==> src/rtl/side_buf_reinject_pkg.sv <==
// Shared types and defaults for the MinBD side buffer: the internal flit format,
// channel count, buffer sizing and the re-inject FSM states.
package side_buf_reinject_pkg;

    localparam int NUM_CHNL                = 4;
    localparam int DEFAULT_DEPTH           = 4;
    localparam int DEFAULT_REDIRECT_THRESH = 8;
    localparam int DST_W                   = 4;
    localparam int PAYLOAD_W               = 16;

    typedef struct packed {
        logic                 valid;
        logic                 deflect;
        logic [DST_W-1:0]     dst;
        logic [PAYLOAD_W-1:0] payload;
    } flit_int_t;

    typedef enum logic [1:0] {
        ST_IDLE,
        ST_WAIT,
        ST_REDIRECT
    } sb_state_t;

    // Channel index arithmetic wraps naturally because NUM_CHNL is 4.
    function automatic logic [1:0] chan_add(input logic [1:0] base, input logic [1:0] off);
        return base + off;
    endfunction

    function automatic flit_int_t clear_deflect(input flit_int_t f);
        flit_int_t r;
        r         = f;
        r.deflect = 1'b0;
        return r;
    endfunction

endpackage

==> src/rtl/side_buf_reinject_if.sv <==
// Channel and side-buffer bundle between the eject stage, the side buffer and the crossbar.
// The slave modport is the side buffer's view; master is the surrounding router (or a bench).
interface side_buf_reinject_if
    import side_buf_reinject_pkg::*;
#(
    parameter int DEPTH = DEFAULT_DEPTH
);

    logic [1:0]            rand_num;
    flit_int_t             din_0;
    flit_int_t             din_1;
    flit_int_t             din_2;
    flit_int_t             din_3;
    flit_int_t             side_buf_din;
    logic                  side_buf_wr;
    flit_int_t             dout_0;
    flit_int_t             dout_1;
    flit_int_t             dout_2;
    flit_int_t             dout_3;
    logic                  full;
    logic                  empty;
    logic                  redirect_gnt;
    logic                  reinject_vld;
    logic [$clog2(DEPTH):0] occupancy;

    modport slave (
        input  rand_num,
        input  din_0,
        input  din_1,
        input  din_2,
        input  din_3,
        input  side_buf_din,
        input  side_buf_wr,
        output dout_0,
        output dout_1,
        output dout_2,
        output dout_3,
        output full,
        output empty,
        output redirect_gnt,
        output reinject_vld,
        output occupancy
    );

    modport master (
        output rand_num,
        output din_0,
        output din_1,
        output din_2,
        output din_3,
        output side_buf_din,
        output side_buf_wr,
        input  dout_0,
        input  dout_1,
        input  dout_2,
        input  dout_3,
        input  full,
        input  empty,
        input  redirect_gnt,
        input  reinject_vld,
        input  occupancy
    );

endinterface

==> src/rtl/side_buf_reinject_fifo.sv <==
// Circular flit store for the side buffer with a combinational head and registered full/empty.
// A push while full is only legal together with a pop (the redirect swap).
module side_buf_reinject_fifo
    import side_buf_reinject_pkg::*;
#(
    parameter int  DEPTH = DEFAULT_DEPTH,
    localparam int PTR_W = $clog2(DEPTH),
    localparam int CNT_W = PTR_W + 1
) (
    input  logic             clk,
    input  logic             reset,
    input  logic             push,
    input  flit_int_t        push_data,
    input  logic             pop,
    output flit_int_t        head,
    output logic             full,
    output logic             empty,
    output logic [CNT_W-1:0] count,
    output logic [CNT_W-1:0] count_next
);

    flit_int_t        mem [DEPTH];
    logic [PTR_W-1:0] rd_ptr;
    logic [PTR_W-1:0] wr_ptr;

    assign head = mem[rd_ptr];

    always_comb begin
        count_next = count;
        if (push && !pop) begin
            count_next = count + CNT_W'(1);
        end else if (pop && !push) begin
            count_next = count - CNT_W'(1);
        end
    end

    always_ff @(posedge clk or posedge reset) begin
        if (reset) begin
            rd_ptr <= '0;
            wr_ptr <= '0;
            count  <= '0;
            full   <= 1'b0;
            empty  <= 1'b1;
        end else begin
            if (push) begin
                wr_ptr <= wr_ptr + PTR_W'(1);
            end
            if (pop) begin
                rd_ptr <= rd_ptr + PTR_W'(1);
            end
            count <= count_next;
            full  <= (count_next == CNT_W'(DEPTH));
            empty <= (count_next == '0);
        end
    end

    // Storage is not reset: only entries between rd_ptr and wr_ptr are ever observed.
    always_ff @(posedge clk) begin
        if (push) begin
            mem[wr_ptr] <= push_data;
        end
    end

    assert property (@(posedge clk) disable iff (reset) !(pop && empty))
        else $error("side_buf_reinject_fifo: pop while empty");

    assert property (@(posedge clk) disable iff (reset) !(push && full && !pop))
        else $error("side_buf_reinject_fifo: push while full without pop");

endmodule

==> src/rtl/side_buf_reinject.sv <==
// MinBD side buffer receive end: buffers deflected flits, re-injects them into free channel
// slots and, when the head has starved too long, swaps it into an occupied slot.
module side_buf_reinject
    import side_buf_reinject_pkg::*;
#(
    parameter int  DEPTH           = DEFAULT_DEPTH,
    parameter int  REDIRECT_THRESH = DEFAULT_REDIRECT_THRESH,
    localparam int CNT_W           = $clog2(DEPTH) + 1,
    localparam int WAIT_W          = $clog2(REDIRECT_THRESH + 1)
) (
    input logic                clk,
    input logic                reset,
    side_buf_reinject_if.slave bus
);

    flit_int_t         din  [NUM_CHNL];
    flit_int_t         dout [NUM_CHNL];
    flit_int_t         head;
    flit_int_t         push_data;
    logic              full;
    logic              empty;
    logic              push;
    logic              pop;
    logic              swap;
    logic              free_found;
    logic              redirect_gnt;
    logic [1:0]        free_idx;
    logic [1:0]        place_idx;
    logic [1:0]        cand;
    logic [CNT_W-1:0]  count;
    logic [CNT_W-1:0]  count_next;
    logic [WAIT_W-1:0] wait_cnt;
    sb_state_t         state;
    sb_state_t         state_next;

    assign din[0] = bus.din_0;
    assign din[1] = bus.din_1;
    assign din[2] = bus.din_2;
    assign din[3] = bus.din_3;

    assign bus.dout_0       = dout[0];
    assign bus.dout_1       = dout[1];
    assign bus.dout_2       = dout[2];
    assign bus.dout_3       = dout[3];
    assign bus.full         = full;
    assign bus.empty        = empty;
    assign bus.redirect_gnt = redirect_gnt;
    assign bus.reinject_vld = pop;
    assign bus.occupancy    = count;

    assign redirect_gnt = (state == ST_REDIRECT);

    side_buf_reinject_fifo #(
        .DEPTH (DEPTH)
    ) u_fifo (
        .clk        (clk),
        .reset      (reset),
        .push       (push),
        .push_data  (push_data),
        .pop        (pop),
        .head       (head),
        .full       (full),
        .empty      (empty),
        .count      (count),
        .count_next (count_next)
    );

    // Rotating search starting at rand_num so no channel is systematically favoured.
    always_comb begin
        free_found = 1'b0;
        free_idx   = 2'd0;
        cand       = 2'd0;
        for (int i = 0; i < NUM_CHNL; i++) begin
            cand = chan_add(bus.rand_num, 2'(i));
            if (!free_found && !din[cand].valid) begin
                free_found = 1'b1;
                free_idx   = cand;
            end
        end
    end

    // A free slot always wins; the swap into the rand_num victim only happens when none exists.
    always_comb begin
        pop       = 1'b0;
        swap      = 1'b0;
        place_idx = free_idx;
        if (!empty) begin
            if (free_found) begin
                pop = 1'b1;
            end else if (redirect_gnt) begin
                pop       = 1'b1;
                swap      = 1'b1;
                place_idx = bus.rand_num;
            end
        end
    end

    assign push      = (bus.side_buf_wr && !full) || swap;
    assign push_data = swap ? din[place_idx] : bus.side_buf_din;

    always_comb begin
        for (int k = 0; k < NUM_CHNL; k++) begin
            dout[k] = din[k];
        end
        if (pop) begin
            dout[place_idx] = clear_deflect(head);
        end
    end

    always_comb begin
        state_next = state;
        unique case (state)
            ST_IDLE: begin
                if (count_next != '0) begin
                    state_next = ST_WAIT;
                end
            end
            ST_WAIT: begin
                if (count_next == '0) begin
                    state_next = ST_IDLE;
                end else if (wait_cnt == WAIT_W'(REDIRECT_THRESH) && !free_found) begin
                    state_next = ST_REDIRECT;
                end
            end
            ST_REDIRECT: begin
                state_next = (count_next != '0) ? ST_WAIT : ST_IDLE;
            end
            default: state_next = ST_IDLE;
        endcase
    end

    always_ff @(posedge clk or posedge reset) begin
        if (reset) begin
            state <= ST_IDLE;
        end else begin
            state <= state_next;
        end
    end

    // Starvation age of the current head; saturates so the redirect condition stays armed.
    always_ff @(posedge clk or posedge reset) begin
        if (reset) begin
            wait_cnt <= '0;
        end else if (pop || empty) begin
            wait_cnt <= '0;
        end else if (wait_cnt != WAIT_W'(REDIRECT_THRESH)) begin
            wait_cnt <= wait_cnt + WAIT_W'(1);
        end
    end

    assert property (@(posedge clk) disable iff (reset) !(redirect_gnt && bus.side_buf_wr))
        else $error("side_buf_reinject: side_buf_wr asserted during redirect_gnt");

    assert property (@(posedge clk) disable iff (reset) redirect_gnt |=> !redirect_gnt)
        else $error("side_buf_reinject: redirect lasted more than one cycle");

endmodule

==> src/flat_wrapper.sv <==
// flat-port wrapper written by rule: the top's interface ports become plain ports
module side_buf_reinject_flat import side_buf_reinject_pkg::*;
#(
    parameter int  DEPTH           = DEFAULT_DEPTH,
    parameter int  REDIRECT_THRESH = DEFAULT_REDIRECT_THRESH,
    localparam int CNT_W           = $clog2(DEPTH) + 1,
    localparam int WAIT_W          = $clog2(REDIRECT_THRESH + 1)
)
  (clk, reset, bus_rand_num, bus_din_0, bus_din_1, bus_din_2, bus_din_3, bus_side_buf_din, bus_side_buf_wr, bus_dout_0, bus_dout_1, bus_dout_2, bus_dout_3, bus_full, bus_empty, bus_redirect_gnt, bus_reinject_vld, bus_occupancy);
  side_buf_reinject_if #(.DEPTH(DEPTH)) bus_i ();
  input logic clk;
  input logic reset;
  input wire logic [$bits(bus_i.rand_num)-1:0] bus_rand_num;
  input wire logic [$bits(bus_i.din_0)-1:0] bus_din_0;
  input wire logic [$bits(bus_i.din_1)-1:0] bus_din_1;
  input wire logic [$bits(bus_i.din_2)-1:0] bus_din_2;
  input wire logic [$bits(bus_i.din_3)-1:0] bus_din_3;
  input wire logic [$bits(bus_i.side_buf_din)-1:0] bus_side_buf_din;
  input wire logic [$bits(bus_i.side_buf_wr)-1:0] bus_side_buf_wr;
  output wire logic [$bits(bus_i.dout_0)-1:0] bus_dout_0;
  output wire logic [$bits(bus_i.dout_1)-1:0] bus_dout_1;
  output wire logic [$bits(bus_i.dout_2)-1:0] bus_dout_2;
  output wire logic [$bits(bus_i.dout_3)-1:0] bus_dout_3;
  output wire logic [$bits(bus_i.full)-1:0] bus_full;
  output wire logic [$bits(bus_i.empty)-1:0] bus_empty;
  output wire logic [$bits(bus_i.redirect_gnt)-1:0] bus_redirect_gnt;
  output wire logic [$bits(bus_i.reinject_vld)-1:0] bus_reinject_vld;
  output wire logic [$bits(bus_i.occupancy)-1:0] bus_occupancy;
  assign bus_i.rand_num = bus_rand_num;
  assign bus_i.din_0 = bus_din_0;
  assign bus_i.din_1 = bus_din_1;
  assign bus_i.din_2 = bus_din_2;
  assign bus_i.din_3 = bus_din_3;
  assign bus_i.side_buf_din = bus_side_buf_din;
  assign bus_i.side_buf_wr = bus_side_buf_wr;
  assign bus_dout_0 = bus_i.dout_0;
  assign bus_dout_1 = bus_i.dout_1;
  assign bus_dout_2 = bus_i.dout_2;
  assign bus_dout_3 = bus_i.dout_3;
  assign bus_full = bus_i.full;
  assign bus_empty = bus_i.empty;
  assign bus_redirect_gnt = bus_i.redirect_gnt;
  assign bus_reinject_vld = bus_i.reinject_vld;
  assign bus_occupancy = bus_i.occupancy;
  side_buf_reinject #(.DEPTH(DEPTH), .REDIRECT_THRESH(REDIRECT_THRESH)) u_core (.clk(clk), .reset(reset), .bus(bus_i));
endmodule
==> config.mk <==
export PLATFORM = sky130hd
export DESIGN_NAME = side_buf_reinject_flat
export DESIGN_NICKNAME = d
export VERILOG_FILES = /design/src/rtl/side_buf_reinject_pkg.sv /design/src/rtl/side_buf_reinject_if.sv /design/src/rtl/side_buf_reinject_fifo.sv /design/src/rtl/side_buf_reinject.sv /design/src/flat_wrapper.sv
export SDC_FILE = /design/constraint.sdc
export NUM_CORES = 1
export LEC_CHECK = 0
export BUFFER_PORTS_ARGS = -buffer_cell sky130_fd_sc_hd__buf_4
export CAP_MARGIN = 10
export CORE_ASPECT_RATIO = 0.6
export CORE_MARGIN = 2
export CORE_UTILIZATION = 55
export CTS_BUF_LIST = sky130_fd_sc_hd__clkbuf_8 sky130_fd_sc_hd__clkbuf_16
export CTS_CLUSTER_SIZE = 25
export DETAILED_ROUTE_END_ITERATION = 12
export PLACE_DENSITY = 0.83
export SLEW_MARGIN = 0
export SYNTH_ARGS = -nofsm -noshare
export SYNTH_HDL_FRONTEND = slang
export SYNTH_SLANG_ARGS = --single-unit
==> constraint.sdc <==
create_clock -name clk -period 6.2 [get_ports clk]
set_input_delay 0.31 -clock clk [delete_from_list [all_inputs] [get_ports clk]]
set_output_delay 0.31 -clock clk [all_outputs]
set_load 0.01 [all_outputs]
**Word level (Yosys, flattened, before mapping)**

Memories as Yosys holds them, arrays and structs flattened.
Cells that the tools add are included.

- Output and inout bits: 95
- Flip-flop bits (word level): 15
- Bits in writable memories: 88
- Memories: 1

- Magnitude comparators: 6
- Bitwise logic cells: 5
- Multiplexer cells: 47
- Reduce and logical (&&, ||, !) cells: 24
- Eq/ne operators: 7
- Add/subtract/negate cells: 8

Memories:

| name | words | width | read ports | clocked after memory_dff | wr ports | RTL line | RTL |
|---|---|---|---|---|---|---|---|
| u_core.u_fifo.mem | 4 | 22 | 1 | 0 | 1 | side_buf_reinject_fifo.sv:22 | `flit_int_t mem [DEPTH];` |

Operator list:

| kind | number |
|---|---|
| $mux 22 | 12 |
| $bmux 22 s2 | 5 |
| $bwmux 88 | 1 |
| $mux 88 | 1 |
| $demux 22 s2 | 1 |
| $mux 2 | 10 |
| $ge 3x3->1 const B | 5 |
| $not 2->3 | 5 |
| $mux 1 | 12 |
| $logic_not 1->1 | 9 |
| $logic_and 1x1->1 | 8 |
| $mux 4 | 2 |
| $add 2x1->2 const B | 3 |
| $mux 3 | 2 |
| $pmux 2 s3 | 1 |
| $add 2x2->2 const B | 2 |
| $add 4x1->4 const B | 1 |
| $eq 4x4->1 const B | 1 |
| $ne 4x4->1 const B | 1 |
| $add 3x1->3 const B | 1 |
| $eq 3x3->1 const B | 1 |
| $logic_not 3->1 | 1 |
| $lt 3x1->1 const B | 1 |
| $ne 3x1->1 const B | 1 |
| other kinds (9) | 10 |

**Longest topological paths before layout**

- Depth in word-level cells: 24
- Gate-level depth with buffers: 8
- Mapped depth without buffers: 7

**Modules after synthesis**

From an unflattened synthesis, not the netlist that was laid out.

- Cells, all modules: 463
- Area total of the unflattened synthesis: 6272.3 sq um

By module, submodules not included:

| module | times used | cells an instance | area an instance (sq um) | seq. area each (sq um) |
|---|---|---|---|---|
| side_buf_reinject_fifo | 1 | 167 | 3732.3 | 2869.0 |
| side_buf_reinject | 1 | 296 | 2539.9 | 150.1 |

**Worst setup path before layout**

OpenSTA, ideal clock, no wires.

- Path type: input -> register
- From: input bus_din_2[21]
- To: memory u_core.u_fifo.mem[0][0] (netlist name), enable pin
- Arrival time: 2145 ps
- Buffers on the path: 0
- Data required time: 5799 ps
- Slack: 3653 ps
- Cell stages on the path: 4
- Path through: nand4_1 nor3_1 nor2_1 nor2b_1

- Cells in the longest elaborated chain, start to end: 17

Ends and longest elaborated chain:

| element | RTL line | RTL |
|---|---|---|
| start: declaration | flat_wrapper.sv:16 | `input wire logic [$bits(bus_i.din_2)-1:0] bus_din_2;` |
| $bmux 22 s2 | side_buf_reinject.sv:75 | `if (!free_found && !din[cand].valid) begin` |
| $mux 22 (implied by the code) (2 in a row) | side_buf_reinject.sv:75 |  |
| $logic_not 1->1 | side_buf_reinject.sv:75 |  |
| $logic_and 1x1->1 | side_buf_reinject.sv:75 |  |
| $mux 1 | side_buf_reinject.sv:75 |  |
| $logic_not 1->1 | side_buf_reinject.sv:75 |  |
| $logic_and 1x1->1 | side_buf_reinject.sv:75 |  |
| $mux 1 | side_buf_reinject.sv:75 |  |
| $logic_not 1->1 | side_buf_reinject.sv:75 |  |
| $logic_and 1x1->1 | side_buf_reinject.sv:75 |  |
| $mux 1 (*) | side_buf_reinject.sv:75 |  |
| $mux 1 (*) | side_buf_reinject.sv:88 | `if (free_found) begin` |
| $mux 1 (*) | side_buf_reinject.sv:87 | `if (!empty) begin` |
| $logic_or 1x1->1 (*) | side_buf_reinject.sv:98 | `assign push = (bus.side_buf_wr && !full) \|\| swap;` |
| $mux 1 (*) | side_buf_reinject_fifo.sv:59 | `if (push) begin` |
| $mux 1 (implied by the code) (*) | side_buf_reinject_fifo.sv:60 | `mem[wr_ptr] <= push_data;` |
| end: declaration | side_buf_reinject_fifo.sv:22 |  |

Every way passes the cells marked *; elsewhere a longest branch is shown, timed or not. The select of a mux whose other input is x is not followed.

**Worst setup path after layout**

- From: register u_core.state[0]
- To: output bus_dout_3[8]

- Cells in the longest elaborated chain, start to end: 11

Ends and longest elaborated chain:

| element | RTL line | RTL |
|---|---|---|
| start: declaration | side_buf_reinject.sv:33 | `sb_state_t state;` |
| start signal: assignment | side_buf_reinject.sv:136 | `state <= state_next;` |
| $eq 2x2->1 (*) | side_buf_reinject.sv:51 | `assign redirect_gnt = (state == ST_REDIRECT);` |
| $mux 2 | side_buf_reinject.sv:90 | `end else if (redirect_gnt) begin` |
| $mux 2 | side_buf_reinject.sv:88 |  |
| $mux 2 | side_buf_reinject.sv:87 |  |
| $not 2->3 (implied by the code) | side_buf_reinject.sv:106 | `dout[place_idx] = clear_deflect(head);` |
| $ge 3x3->1 (implied by the code) or $lt 3x1->1 (tied branches) | side_buf_reinject.sv:106 |  |
| $logic_and 1x1->1 (implied by the code) | side_buf_reinject.sv:106 |  |
| $mux 22 (implied by the code) | side_buf_reinject.sv:106 |  |
| $demux 22 s2 | side_buf_reinject.sv:106 |  |
| $bwmux 88 | side_buf_reinject.sv:106 |  |
| $mux 88 (*) | side_buf_reinject.sv:105 | `if (pop) begin` |
| end: declaration | flat_wrapper.sv:23 | `output wire logic [$bits(bus_i.dout_3)-1:0] bus_dout_3;` |

Every way passes the cells marked *; elsewhere a longest branch is shown, timed or not.

==> qor.csv <==
stage,metric,value,unit
setup_path,Crit Path Category,reg2out,
final_layout,Layout Nets,784,
setup_path,CP Data Required Time,5890,ps
drt,Vias/cell,6.277,
flow_run,MaxCap Viol Count,0,
clocking,CTS Buffer Depth,2,
setup_path,CP top delay family,simple AND/OR/NAND/NOR gates,
setup_path,CP Capture Type,primary output,
clocking,CTS tree,built,
place,dpl ws,3099,ps
clocking,clock-pin slew of the registers on the worst-case setup and hold paths,70,ps
yosys,Synth Flop Type,edfxtp_1,
grt,number of global-route vias before repair,5119,
timing,post-route minimum period,3572,ps
clocking,H-tree Lvls,3,
yosys,Syn Nets,587,
timing,endpoints failing hold,0,
clocking,Worst-Skew Late Latency,350,ps
setup_path,Worst EP arrival,3260,ps
power_and_ir_drop,PwrDens,369.1,mW/mm2
timing,Rel. slew slack,0.1903,
power_and_ir_drop,Peak VDD IR,255.0,uV
yosys,number of synthesized flops with an enable pin,84,
outcome,run status,finished clean,
final_layout,final instance area,0.007958,mm2
floorplan,Initial Utilization,0.5620,
setup_path,Critical path buffers and inverters,2,
timing,fmax,280.0,MHz
grt,initial antenna violation count,0,
drt,First-pass DRT Iterations,6,
timing,Tcrit/Tclk final,0.5761,
hold_path,hold crit path type,in2async,
drt,drt drc,0,
place,post-DP HPWL,12990,um
yosys,library cells used by synthesis,51,
drt,1st-iter DRT viols,537,
clocking,CTS hold repair buffers,0,
drt,routed wire length,18440,um
timing,Clock Skew,9.951,ps
setup_path,worst path cell trace,nand2b_1 > a21oi_1 > and3b_1 > buf_4 > mux2_2 > buf_4,
setup_path,"slowest stage delay, CP",710,ps
yosys,Post-Syn Area,0.005913,mm2
timing,setup_tns,0,ps
timing,setup ws final,2628,ps
yosys,"Avg Cell Area, Syn",12.74,um2
floorplan,Die Width,137.9,um
clocking,"Setup Fix Bufs, Post-CTS",0,
timing,worst slew pin tran,1211,ps
setup_path,Worst Setup Start Kind,flip-flop,
grt,first-pass GRT wire length,27710,um
final_layout,fin util,0.7562,
place,I/O Buffers,208,
clocking,Root Driver,clkbuf_16,
floorplan,total die area,0.01162,mm2
clocking,cts repair resizes,0,
floorplan,# rows,29,
drt,total number of vias,5053,
yosys,Synth async-reset ratio,0.1515,
timing,Worst Hold Margin,20.68,ps
grt,largest net degree at the start of global routing,36,
drt,drt wl/cell,22.90,um
clocking,total CTS buffers,9,
yosys,Synth Register Bits,99,
place,"Cell Area, Placed",0.007647,mm2
power_and_ir_drop,Static Leak,3.177,nW
yosys,register area share after synthesis,0.4903,
setup_path,slowest CP cell,and3b_1,
final_layout,share of layout cells above drive strength 1,0.5315,
final_layout,Area Overhead vs Synth,34.57,%
clocking,Clock Sinks,99,
grt,overall routing resource usage,0.3233,
grt,gr ovfl total,0,
timing,final number of max-transition violations,0,
place,placer congestion estimate,0.8599,
floorplan,total core area,0.01052,mm2
timing,RSZ-0062 raised after global routing,no,
floorplan,Die Span Y,84.32,um
final_layout,Diodes inserted,0,
drt,Routed Antenna Nets,0,
timing,Setup-failing EPs final,0,
setup_path,crit-path most repeated cell,buf_4,
yosys,Cells after Synth,464,
setup_path,"Max FO, Critical Path",12,
floorplan,io pins,210,
yosys,synth warn,0,
## power breakdown
| group | internal, mW | leakage (nW) | switching, mW |
|---|---|---|---|
| Combinational | 0.691 | 2.07 | 0.655 |
| Sequential | 0.881 | 0.953 | 0.140 |
| Clock | 0.320 | 0.152 | 0.251 |
| Total | 1.89 | 3.18 | 1.05 |
## state kept, by name, indices dropped and copies added, names as in the netlist
signal	count
u_core.u_fifo.mem	84
u_core.wait_cnt	4
u_core.u_fifo.count	3
u_core.state	2
u_core.u_fifo.rd_ptr	2
u_core.u_fifo.wr_ptr	2
u_core.u_fifo.empty	1
u_core.u_fifo.full	1
## path summary, 6_finish.rpt
kind / slack [ps] / to / start / cells past startpoint
setup reg to reg: 3260 / u_core.u_fifo.mem[0][12]$_DFFE_PP_ / u_core.u_fifo.empty$_DFF_PP1_ / 4
min in group clk: 350 / u_core.u_fifo.mem[2][6]$_DFFE_PP_ / bus_side_buf_din[6] / 2
hold reg to reg: 550 / u_core.wait_cnt[3]$_DFFE_PP0P_ / u_core.wait_cnt[3]$_DFFE_PP0P_ / 2
max in group asynchronous: 5760 / u_core.u_fifo.rd_ptr[0]$_DFFE_PP0N_ / reset / 2
setup / recovery: 2630 / bus_dout_3[8] / u_core.state[0]$_DFFE_PP0P_ / 6
hold / removal: 20 / u_core.wait_cnt[0]$_DFFE_PP0P_ / reset / 2
## placed cells by master, fill, tap and decap left out, types with 5 or more instances in the layout
cell type,instances
dfrtp_1,13
a21oi_1,22
inv_1,13
nand2_1,17
o21ai_0,14
nand2b_1,8
clkbuf_16,9
nor3_1,5
or3_1,5
nor2_1,29
buf_4,219
mux2_2,85
nor2b_1,5
mux4_2,21
xnor2_1,6
ha_1,8
a221oi_1,20
a22oi_1,10
mux2i_1,6
a31oi_1,6
edfxtp_1,84
o21a_1,7
## final cells by class
class | count | area, um2
clock buffer | 9 | 225.2
clock inverter | 7 | 85.08
multi-input combinational | 319 | 2880
timing repair buffer | 219 | 1644
inverter | 13 | 48.80
sequential | 99 | 2900
tap | 139 | 173.9
fill | 707 | 2565
## logic make-up (layout without fill, tap and decap cells)
family                   Yosys count  count (layout)  share of synthesized area
AO/OA/AOI/OAI                     99              99                     0.1189
XOR/XNOR                           8               8                    0.01185
adder cells (fa/ha/maj)            8               8                    0.01693
buffers and inverters             46             248                    0.03005
flip-flops                        99              99                     0.4903
multiplexers                     113             113                     0.2539
AND/OR/NAND/NOR                   91              91                    0.07808
## cells in the mapped netlist (2+ instances only)
| cell | instances | area, um2 |
|---|---|---|
| mux4_2 | 21 | 473.0 |
| or3_1 | 5 | 31.28 |
| and3b_1 | 4 | 35.03 |
| mux2i_1 | 6 | 60.06 |
| nand2b_1 | 8 | 50.05 |
| xnor2_1 | 6 | 52.55 |
| nor2_1 | 29 | 108.9 |
| o21ai_0 | 14 | 70.07 |
| a21boi_0 | 2 | 15.01 |
| a311oi_1 | 2 | 17.52 |
| a22oi_1 | 10 | 75.07 |
| dfrtp_1 | 14 | 350.3 |
| xor2_1 | 2 | 17.52 |
| a21oi_1 | 23 | 115.1 |
| a32oi_1 | 2 | 17.52 |
| o21a_1 | 7 | 52.55 |
| buf_1 | 5 | 18.77 |
| nor2b_1 | 9 | 56.30 |
| nor3_1 | 7 | 35.03 |
| buf_2 | 4 | 20.02 |
| edfxtp_1 | 84 | 2522 |
| nand2_1 | 17 | 63.81 |
| inv_1 | 13 | 48.80 |
| a31oi_1 | 7 | 43.79 |
| and2_1 | 3 | 18.77 |
| mux2_2 | 85 | 957.2 |
| ha_1 | 8 | 100.1 |
| clkbuf_1 | 24 | 90.09 |
| a221oi_1 | 20 | 175.2 |
| nand3_1 | 2 | 10.01 |
## routing by layer
layer | global-route usage | share of wire
met5 | 0 | 0
met2 | 0.5122 | 0.47
met4 | 0.1039 | 0.021
met3 | 0.08998 | 0.10
met1 | 0.4363 | 0.40
## through the flow
step / std cells / power [mW]
final: 805 / 2.937
after global routing: 805 / 3.071
after CTS: 805 / 2.937
after detailed placement: 789 / 2.363
after global placement: 789 / 2.314
after floorplan: 464 / 1.773
Note: power is estimated with default switching activity, not from simulation.
